<file path="config.mk">
export PLATFORM = sky130hd
export DESIGN_NAME = mm_job_regfile
export DESIGN_NICKNAME = d
export VERILOG_FILES = /design/src/rtl/mm_job_regfile.sv
export SDC_FILE = /design/constraint.sdc
export NUM_CORES = 1
export LEC_CHECK = 0
export BUFFER_PORTS_ARGS = -buffer_cell sky130_fd_sc_hd__buf_4
export CORE_MARGIN = 5
export CORE_UTILIZATION = 60
export CTS_CLUSTER_DIAMETER = 30
export DETAILED_ROUTE_END_ITERATION = 8
export GPL_TIMING_DRIVEN = 0
export PLACE_DENSITY = 0.83
export SKIP_LAST_GASP = 1
export SLEW_MARGIN = 25
export SYNTH_ARGS = -nofsm -noshare
export SYNTH_HDL_FRONTEND = slang
export SYNTH_SLANG_ARGS = --single-unit
</file>
<file path="constraint.sdc">
create_clock -name pclk -period 28.9 [get_ports pclk]
set_input_delay 5.78 -clock pclk [delete_from_list [all_inputs] [get_ports pclk]]
set_output_delay 5.78 -clock pclk [all_outputs]
set_load 0.01 [all_outputs]
</file>
<file path="src/rtl/mm_job_regfile.sv">
// mm_job_regfile: APB register file and job descriptor FIFO for the matrix multiplier.
// Software stages A/B/C base addresses and M/N/P dimensions, then pushes them as a job
// into a QUEUE_DEPTH-deep FIFO whose head is offered to the engine over valid/ready.
// Tracks busy/done status (done is write-1-to-clear), raises irq_o and reports pslverr.
// Optional feature: define MM_JOB_REGFILE_PERF_EN to add the busy-cycle counter at reg 9.
module mm_job_regfile #(
    parameter int ADDR_W      = 16,
    parameter int DIM_W       = 16,
    parameter int QUEUE_DEPTH = 4,
    parameter int APB_AW      = 4
) (
    input  logic              pclk,
    input  logic              preset,
    input  logic              psel,
    input  logic              penable,
    input  logic              pwrite,
    input  logic [APB_AW-1:0] paddr,
    input  logic [31:0]       pwdata,
    output logic [31:0]       prdata,
    output logic              pready,
    output logic              pslverr,
    output logic              job_valid_o,
    input  logic              job_ready_i,
    output logic [ADDR_W-1:0] job_a_o,
    output logic [ADDR_W-1:0] job_b_o,
    output logic [ADDR_W-1:0] job_c_o,
    output logic [DIM_W-1:0]  job_m_o,
    output logic [DIM_W-1:0]  job_n_o,
    output logic [DIM_W-1:0]  job_p_o,
    input  logic              done_i,
    output logic              irq_o
);

    localparam int PTR_W = $clog2(QUEUE_DEPTH);
    localparam int CNT_W = PTR_W + 1;

    localparam logic [APB_AW-1:0] REG_A      = APB_AW'(0);
    localparam logic [APB_AW-1:0] REG_B      = APB_AW'(1);
    localparam logic [APB_AW-1:0] REG_C      = APB_AW'(2);
    localparam logic [APB_AW-1:0] REG_M      = APB_AW'(3);
    localparam logic [APB_AW-1:0] REG_N      = APB_AW'(4);
    localparam logic [APB_AW-1:0] REG_P      = APB_AW'(5);
    localparam logic [APB_AW-1:0] REG_CTRL   = APB_AW'(6);
    localparam logic [APB_AW-1:0] REG_STATUS = APB_AW'(7);
    localparam logic [APB_AW-1:0] REG_ID     = APB_AW'(8);
`ifdef MM_JOB_REGFILE_PERF_EN
    localparam logic [APB_AW-1:0] REG_PERF   = APB_AW'(9);
    localparam logic [APB_AW-1:0] LAST_REG   = REG_PERF;
`else
    localparam logic [APB_AW-1:0] LAST_REG   = REG_ID;
`endif
    localparam logic [31:0] ID_VALUE = 32'h4D4D_0002;

    typedef struct packed {
        logic [ADDR_W-1:0] a;
        logic [ADDR_W-1:0] b;
        logic [ADDR_W-1:0] c;
        logic [DIM_W-1:0]  m;
        logic [DIM_W-1:0]  n;
        logic [DIM_W-1:0]  p;
    } job_t;

    logic [ADDR_W-1:0] stage_a, stage_b, stage_c;
    logic [DIM_W-1:0]  stage_m, stage_n, stage_p;
    logic              irq_en;
    logic              busy;
    logic              done;
    job_t              fifo_q [QUEUE_DEPTH];
    logic [PTR_W-1:0]  wr_ptr, rd_ptr;
    logic [CNT_W-1:0]  count;
    logic              full, empty;
    logic              access, apb_wr, apb_rd, push_req, dims_zero, err;
    logic              wr_ok, push, pop, w1c;
    logic [31:0]       rd_data;
    logic [31:0]       status_word;
    job_t              head;
    logic              unused_bits;
`ifdef MM_JOB_REGFILE_PERF_EN
    logic [31:0]       perf_cnt;
`endif

    assign unused_bits = ^pwdata;

    assign full      = (count == CNT_W'(QUEUE_DEPTH));
    assign empty     = (count == '0);
    assign access    = psel & penable & ~preset;
    assign apb_wr    = access & pwrite;
    assign apb_rd    = access & ~pwrite;
    assign push_req  = pwrite & (paddr == REG_CTRL) & pwdata[0];
    assign dims_zero = (stage_m == '0) | (stage_n == '0) | (stage_p == '0);

    // Erroring accesses are rejected as a whole, so no register sees the write
    assign err     = (paddr > LAST_REG) | (pwrite & (paddr == REG_ID)) |
                     (push_req & (full | dims_zero));
    assign wr_ok   = apb_wr & ~err;
    assign push    = wr_ok & (paddr == REG_CTRL) & pwdata[0];
    assign w1c     = wr_ok & (paddr == REG_STATUS) & pwdata[1];
    assign pop     = job_valid_o & job_ready_i;
    assign pready  = 1'b1;
    assign pslverr = access & err;

    assign job_valid_o = ~empty;
    assign head        = empty ? '0 : fifo_q[rd_ptr];
    assign job_a_o     = head.a;
    assign job_b_o     = head.b;
    assign job_c_o     = head.c;
    assign job_m_o     = head.m;
    assign job_n_o     = head.n;
    assign job_p_o     = head.p;

    // Assemble the status word and select read data from the current register state
    always_comb begin
        status_word       = '0;
        status_word[0]    = busy;
        status_word[1]    = done;
        status_word[2]    = full;
        status_word[3]    = empty;
        status_word[11:8] = 4'(count);
        rd_data           = '0;
        case (paddr)
            REG_A:      rd_data = 32'(stage_a);
            REG_B:      rd_data = 32'(stage_b);
            REG_C:      rd_data = 32'(stage_c);
            REG_M:      rd_data = 32'(stage_m);
            REG_N:      rd_data = 32'(stage_n);
            REG_P:      rd_data = 32'(stage_p);
            REG_CTRL:   rd_data = {30'b0, irq_en, 1'b0};
            REG_STATUS: rd_data = status_word;
            REG_ID:     rd_data = ID_VALUE;
`ifdef MM_JOB_REGFILE_PERF_EN
            REG_PERF:   rd_data = perf_cnt;
`endif
            default:    rd_data = '0;
        endcase
        prdata = (apb_rd & ~err) ? rd_data : '0;
    end

    // Staging registers and the interrupt enable take accepted APB writes
    always_ff @(posedge pclk or posedge preset) begin
        if (preset) begin
            stage_a <= '0;
            stage_b <= '0;
            stage_c <= '0;
            stage_m <= '0;
            stage_n <= '0;
            stage_p <= '0;
            irq_en  <= 1'b0;
        end else if (wr_ok) begin
            case (paddr)
                REG_A:    stage_a <= pwdata[ADDR_W-1:0];
                REG_B:    stage_b <= pwdata[ADDR_W-1:0];
                REG_C:    stage_c <= pwdata[ADDR_W-1:0];
                REG_M:    stage_m <= pwdata[DIM_W-1:0];
                REG_N:    stage_n <= pwdata[DIM_W-1:0];
                REG_P:    stage_p <= pwdata[DIM_W-1:0];
                REG_CTRL: irq_en  <= pwdata[1];
                default:  ;
            endcase
        end
    end

    // Descriptor FIFO: push copies the staging set, pop advances the head, pointers wrap
    always_ff @(posedge pclk or posedge preset) begin
        if (preset) begin
            for (int i = 0; i < QUEUE_DEPTH; i++) fifo_q[i] <= '0;
            wr_ptr <= '0;
            rd_ptr <= '0;
            count  <= '0;
        end else begin
            if (push) begin
                fifo_q[wr_ptr] <= '{a: stage_a, b: stage_b, c: stage_c,
                                    m: stage_m, n: stage_n, p: stage_p};
                wr_ptr <= wr_ptr + PTR_W'(1);
            end
            if (pop) rd_ptr <= rd_ptr + PTR_W'(1);
            case ({push, pop})
                2'b10:   count <= count + CNT_W'(1);
                2'b01:   count <= count - CNT_W'(1);
                default: count <= count;
            endcase
        end
    end

    // Engine status: a pop starts a job, done_i ends it; done set beats software clear
    always_ff @(posedge pclk or posedge preset) begin
        if (preset) begin
            busy  <= 1'b0;
            done  <= 1'b0;
            irq_o <= 1'b0;
        end else begin
            if (pop)         busy <= 1'b1;
            else if (done_i) busy <= 1'b0;
            if (done_i && busy) done <= 1'b1;
            else if (w1c)       done <= 1'b0;
            irq_o <= done & irq_en;
        end
    end

`ifdef MM_JOB_REGFILE_PERF_EN
    // Saturating count of busy cycles; a write to the register clears it and wins
    always_ff @(posedge pclk or posedge preset) begin
        if (preset)                                perf_cnt <= '0;
        else if (wr_ok && (paddr == REG_PERF))     perf_cnt <= '0;
        else if (busy && (perf_cnt != 32'hFFFF_FFFF)) perf_cnt <= perf_cnt + 32'd1;
    end
`endif

endmodule

</file>
== Word level (Yosys, flattened, before mapping) ==
Cells that the tools add are included.

* Register bits: 491
* Input port bits: 43
* Output and inout port bits: 132
* Logic and storage cells: 115

* $add $sub $neg: 4
* Order comparisons: 4
* Equality and inequality tests: 11
* Mux-type cells: 14
* Bitwise gates (word level): 28
* Reduce and logical (&&, ||, !) cells: 17

{| class="wikitable"
|+ Operator list
! kind !! count
|-
| 384-bit bitwise mux || 1
|-
| 96-bit two-way mux || 4
|-
| 31-bit case mux with 9 select lines || 1
|-
| 96-bit binary-select mux with 2-bit select || 1
|-
| 96-bit demux with 2-bit select || 1
|-
| 16-bit zero test || 3
|-
| 32-bit two-way mux || 1
|-
| 1-bit bitwise AND || 17
|-
| 4-bit by 3-bit == test with 1-bit output, second input constant || 4
|-
| 2-bit AND reduction || 7
|-
| 4-bit by 2-bit == test with 1-bit output, second input constant || 2
|-
| 3-bit >= comparator, second input constant || 2
|-
| 2-bit inverter with 3-bit output || 2
|-
| 3-bit case mux with 2 select lines || 1
|-
| 2-bit nonzero test || 3
|-
| 1-bit bitwise OR || 5
|-
| 2-bit by 1-bit adder with 2-bit output, second input constant || 2
|-
| 4-bit by 1-bit == test with 1-bit output, second input constant || 1
|-
| 4-bit == test, second input constant || 1
|-
| 4-bit greater-than comparator, second input constant || 1
|-
| 4-bit zero test || 1
|-
| 1-bit two-way mux || 4
|-
| 1-bit inverter || 4
|-
| 3-bit by 1-bit adder with 3-bit output, second input constant || 1
|-
| 7 further kinds || 8
|}

== Depth between registers and ports, before layout ==
* Word-level depth: 12
* Gate-level depth with buffers: 10
* Depth with buffers taken out: 10

== Least setup slack after synthesis ==
Ideal clock, no wire load.

* Path type: input port to output port
* From: in preset
* To: out prdata[18]
* Data arrival time: 18.175 ns
* Data required time: 23.120 ns
* Path slack: 4.945 ns
* Cell stages on the path: 5
* Path buffers: 1
* Cell sequence: inv_1 -> nand3_1 -> a211o_1 -> nor3_1 -> buf_4

* Cells in the longest elaborated chain, start to end: 5

{| class="wikitable"
|+ RTL lines
! what !! line !! text
|-
| start, declared || 13 || <nowiki>input logic preset,</nowiki>
|-
| 1-bit inverter || 86 || <nowiki>assign access = psel & penable & ~preset;</nowiki>
|-
| 1-bit bitwise AND || 86 ||
|-
| 1-bit bitwise AND || 88 || <nowiki>assign apb_rd = access & ~pwrite;</nowiki>
|-
| 1-bit bitwise AND || 135 || <nowiki>prdata = (apb_rd & ~err) ? rd_data : '0;</nowiki>
|-
| 32-bit two-way mux || 135 ||
|-
| end, declared || 19 || <nowiki>output logic [31:0] prdata,</nowiki>
|}

No other way between the ends.

== Worst setup path in the final report ==
* From: in paddr[3]
* To: out prdata[8]

* Cells in the longest elaborated chain, start to end: 8
* Elaborated cells on any way between the ends: 20
* Classes of those cells: 1 x order compare; 8 x eq/ne; 2 x mux; 8 x bitwise; 1 x reduce/logical

{| class="wikitable"
|+ RTL lines
! what !! line !! text
|-
| start, declared || 17 || <nowiki>input logic [APB_AW-1:0] paddr,</nowiki>
|-
| 4-bit by 3-bit == test with 1-bit output || 89, 120 ||
|-
| 1-bit bitwise AND (2 in series) || 89 || <nowiki>assign push_req = pwrite & (paddr == REG_CTRL) & pwdata[0];</nowiki>
|-
| 1-bit bitwise AND || 94 || <nowiki>(push_req & (full | dims_zero));</nowiki>
|-
| 1-bit bitwise OR || 93 || <nowiki>assign err = (paddr > LAST_REG) | (pwrite & (paddr == REG_ID)) |</nowiki>
|-
| 1-bit inverter || 135 ||
|-
| 1-bit bitwise AND || 135 ||
|-
| 32-bit two-way mux * || 135 ||
|}

Every way passes the cells marked *; elsewhere a longest branch is shown, timed or not.

==> Flow_metrics.wiki <==
{| class="wikitable"
! Metric !! Value
|-
| Slew Limit Headroom || a little over a third
|-
| Width of the die || ~210 um
|-
| Overflow left after global routing || 0
|-
| Share of the clock period used by the worst path || 49.22%
|-
| Avg Vias per Cell || about 6.2
|-
| Core Footprint || 0.03767 sq mm
|-
| Clock Path Buffers || 3
|-
| Power per unit of standard cell area || 75.54 mW/mm^2
|-
| Final period demand of the worst path || ~14000 ps
|-
| Max FO, Critical Path || 10
|-
| Setup-violating endpoint count in the final report || 0
|-
| Series of cell instances along the critical path || buf_4 > buf_2 > nand2b_1 > nor3_1 > clkbuf_1 > a22oi_1 > a31oi_1 > buf_4
|-
| Overall power of the completed layout || approximately 0.0021 W
|-
| Relative contribution of combinational cells to total power || roughly a tenth
|-
| Clock tree from TritonCTS || done
|-
| Final setup TNS || 0 ps
|-
| Maximum single-stage delay on the critical path || slightly below 700 ps
|-
| Sequential cell fraction of total power || 33.6%
|-
| Count of nets left with antenna violations after detail routing || 0
|-
| Area share of the leading cell type in the synthesized netlist || 53.68%
|-
| Number of rows created at floorplan || 71
|-
| Synthesis-to-finish area growth || 24.21%
|-
| Final Max Tran Viols || 0
|-
| Number of antenna violations at the first check in global routing || 3
|-
| Switch share || around a quarter
|-
| Global-route wire length before repair || ~97 mm
|-
| Kind of start point of the critical path || input pin
|-
| Layout net count || 1743
|-
| Post-Route Skew || 22.42 ps
|-
| Worst hold path class || reg -> reg
|-
| CP required || around 23000 ps
|-
| Hold slack || about 500 ps
|-
| H-Tree Level Count || 3
|-
| Number of buffers created by CTS || roughly 100
|-
| Seq/Total Area, Yosys || a little over half
|-
| Final core utilization || about 75%
|-
| Mapped cell area || about 0.023 sq mm
|-
| 1st-iter DRT viols || about 1.2k
|-
| Top post-synthesis cells by area || sky130_fd_sc_hd__dfrtp_1, sky130_fd_sc_hd__mux2_2, sky130_fd_sc_hd__mux2_4, sky130_fd_sc_hd__mux4_2, sky130_fd_sc_hd__and2_1
|-
| Slowest library cell on the worst path || sky130_fd_sc_hd__nor3_1
|-
| Wire length per cell after detailed routing || approximately 27 um
|-
| Count of buffers inserted at the top-level ports || about 150
|-
| Result of the run || completed
|-
| CTS Root Buffer Type || sky130_fd_sc_hd__clkbuf_16
|-
| Main synth FF type || sky130_fd_sc_hd__dfrtp_1
|-
| Clock net sink count || approximately 490
|-
| Clock insertion delay at the later pin of the skew report || 630 ps
|-
| Number of iterations in the first detailed-routing pass || 8
|-
| Number of storage elements in the synthesis netlist || slightly below 500
|-
| Final Wtd Congestion || about 0.94
|-
| Number of maximum-capacitance constraint violations || 0
|-
| Mean instance size in the synthesized netlist || 15.98 sq um
|-
| P_leak || roughly 14 nW
|-
| Boundary pin count || around 180
|-
| Maximum ir drop on the vdd rail || approximately 57 uV
|-
| Number of global-route vias before repair || between 15k and 20k
|-
| Internal portion of total power || 0.001601 W
|-
| Post-synthesis cell type with the largest combined area || sky130_fd_sc_hd__dfrtp_1
|-
| RSZ-0062 raised after global routing || false
|-
| Worst Reg-to-Reg Cells || 8
|-
| Arrival @ worst endpoint || between 8000 and 9000 ps
|-
| Number of DRC violations after detailed routing || 0
|-
| Final hold vios || 0
|-
| Floorplan die height || just over 200 um
|-
| Total wire length after detailed routing || between 60 and 70 mm
|-
| Hold Crit Depth || 1
|-
| Top cell by count, worst path || sky130_fd_sc_hd__buf_4
|-
| Number of distinct library cells after synthesis || 46
|-
| Type of destination of the critical path || output port
|-
| Cts repair resizes || 0
|-
| Category of the critical setup timing path || in -> out
|-
| Clock power frac || 56.2%
|-
| Net Switching || 0.0005463 W
|-
| Via count of the routed design || around 14k
|-
| Cells after Synth || approximately 1.4k
|-
| Timing-limited maximum frequency || 70.30 MHz
|-
| Worst-margin pin slew || just under 1000 ps
|-
| Hpwl dp || about 40 mm
|-
| Total global routing track utilization || between 30 and 40%
|-
| Async set-reset flop share out of synthesis || 100.0%
|-
| Hold-fix buffers at CTS || 0
|-
| Most numerous cell in the Yosys netlist || sky130_fd_sc_hd__dfrtp_1
|-
| Area enclosed by the die boundary || roughly 0.042 sq mm
|-
| Initial cell density of the core || approximately three fifths
|-
| Clock slew at reported path FFs || about 50 ps
|-
| Count of synthesis-stage warnings from yosys || 0
|-
| Pin count of the biggest net entering global routing || 103
|-
| Number of flops mapped to enable cells by yosys || 0
|-
| Fraction of final layout cells sized beyond drive strength 1 || between 50% and 60%
|-
| Top cell types by occurrence after synthesis || sky130_fd_sc_hd__dfrtp_1, sky130_fd_sc_hd__mux2_2, sky130_fd_sc_hd__mux2_4
|-
| Postcts setup bufs || 0
|}
-- cell usage in the layout (no fill, tap or decap), types with 5 or more instances in the layout --
| cell | n |
|---|---|
| sky130_fd_sc_hd__a31oi_1 | 16 |
| sky130_fd_sc_hd__clkbuf_8 | 16 |
| sky130_fd_sc_hd__mux2_4 | 160 |
| sky130_fd_sc_hd__clkinv_2 | 17 |
| sky130_fd_sc_hd__conb_1 | 9 |
| sky130_fd_sc_hd__clkbuf_1 | 38 |
| sky130_fd_sc_hd__dfrtp_1 | 491 |
| sky130_fd_sc_hd__bufinv_16 | 12 |
| sky130_fd_sc_hd__buf_2 | 32 |
| sky130_fd_sc_hd__nor4_1 | 12 |
| sky130_fd_sc_hd__mux4_2 | 96 |
| sky130_fd_sc_hd__a222oi_1 | 5 |
| sky130_fd_sc_hd__buf_1 | 10 |
| sky130_fd_sc_hd__inv_1 | 11 |
| sky130_fd_sc_hd__clkbuf_16 | 107 |
| sky130_fd_sc_hd__and2_1 | 97 |
| sky130_fd_sc_hd__buf_16 | 5 |
| sky130_fd_sc_hd__nand4_1 | 6 |
| sky130_fd_sc_hd__nand2_1 | 9 |
| sky130_fd_sc_hd__buf_6 | 20 |
| sky130_fd_sc_hd__a22oi_1 | 39 |
| sky130_fd_sc_hd__buf_4 | 165 |
| sky130_fd_sc_hd__mux2_2 | 322 |
| sky130_fd_sc_hd__clkinvlp_4 | 20 |
| sky130_fd_sc_hd__ha_1 | 5 |
-- logic make-up (layout without fill, tap and decap cells) --
kind of cell	Yosys count	after routing	share of synthesized area, %
AO/OA/AOI/OAI	72	72	2.285
XOR/XNOR	6	6	0.2296
adder cells (fa/ha/maj)	6	6	0.3608
buffers and inverters	118	461	3.078
flip-flops	491	491	53.68
multiplexers	579	579	35.83
other	2	10	0.03281
AND/OR/NAND/NOR	158	158	4.499
-- area by class of cell --
cell class / instances / area [sq um]
flip-flops and latches: 491 / 12290
multi-input cells: 830 / 9936
fillers: 2221 / 9238
clock buffers: 136 / 2947
repair buffers: 151 / 1234
clock inverters: 56 / 671.9
plain buffers: 106 / 659.4
well taps: 511 / 639.4
inverters: 12 / 52.55
diodes: 1 / 2.502
-- critical path, delay by kind of cell --
family | cells | cell delay (ps)
AND/OR/NAND/NOR | 2 | 940
AO/OA/AOI/OAI | 2 | 680
buffers and inverters | 4 | 1040
-- final timing paths --
| kind | slack [ps] | end | from |
|---|---|---|---|
| min | 500 | fifo_q[156] | fifo_q[156] |
| max reg2reg | 26000 | fifo_q[95] | stage_n[3] |
| max in group asynchronous | 22120 | fifo_q[280] | preset |
| max | 14680 | prdata[8] | paddr[3] |
| min reg2reg | 500 | fifo_q[156] | fifo_q[156] |
| min in group asynchronous | 5220 | stage_n[10] | preset |
-- metal layers --
metal	global-route usage, %	share of wire, %	vias up	wire (um)
li1	-	-	5878	-
met1	40.85	39	7571	24770
met2	47.83	48	650	30210
met3	6.856	7.2	212	4500
met4	14.64	5.3	4	3348
met5	0	0.057	-	36
-- metrics by stage --
stage	area, sq um	std cells	setup slack [ps]
CTS	28410	2293	14440
global placement	24650	2096	912.7
finish	28430	2294	14680
detailed placement	24790	2101	14450
global route	28430	2294	14500
floorplan	22910	1439	4945
-- flip-flops by register name, summed over array words and instances, names as in the netlist --
register,count
busy,1
count,3
done,1
fifo_q,384
irq_en,1
irq_o,1
rd_ptr,2
stage_a,16
stage_b,16
stage_c,16
stage_m,16
stage_n,16
stage_p,16
wr_ptr,2
-- power by group through the flow --
stage / clock (W) / sequential [W] / combinational, W
after floorplan: 0 / 0.000721 / 0.000154
after global placement: 0 / 0.000730 / 0.000214
after detailed placement: 0 / 0.000730 / 0.000219
after CTS: 0.00121 / 0.000720 / 0.000222
after global routing: 0.00125 / 0.000722 / 0.000238
final: 0.00121 / 0.000722 / 0.000220
No activity file was read; power rests on OpenSTA's default activity.
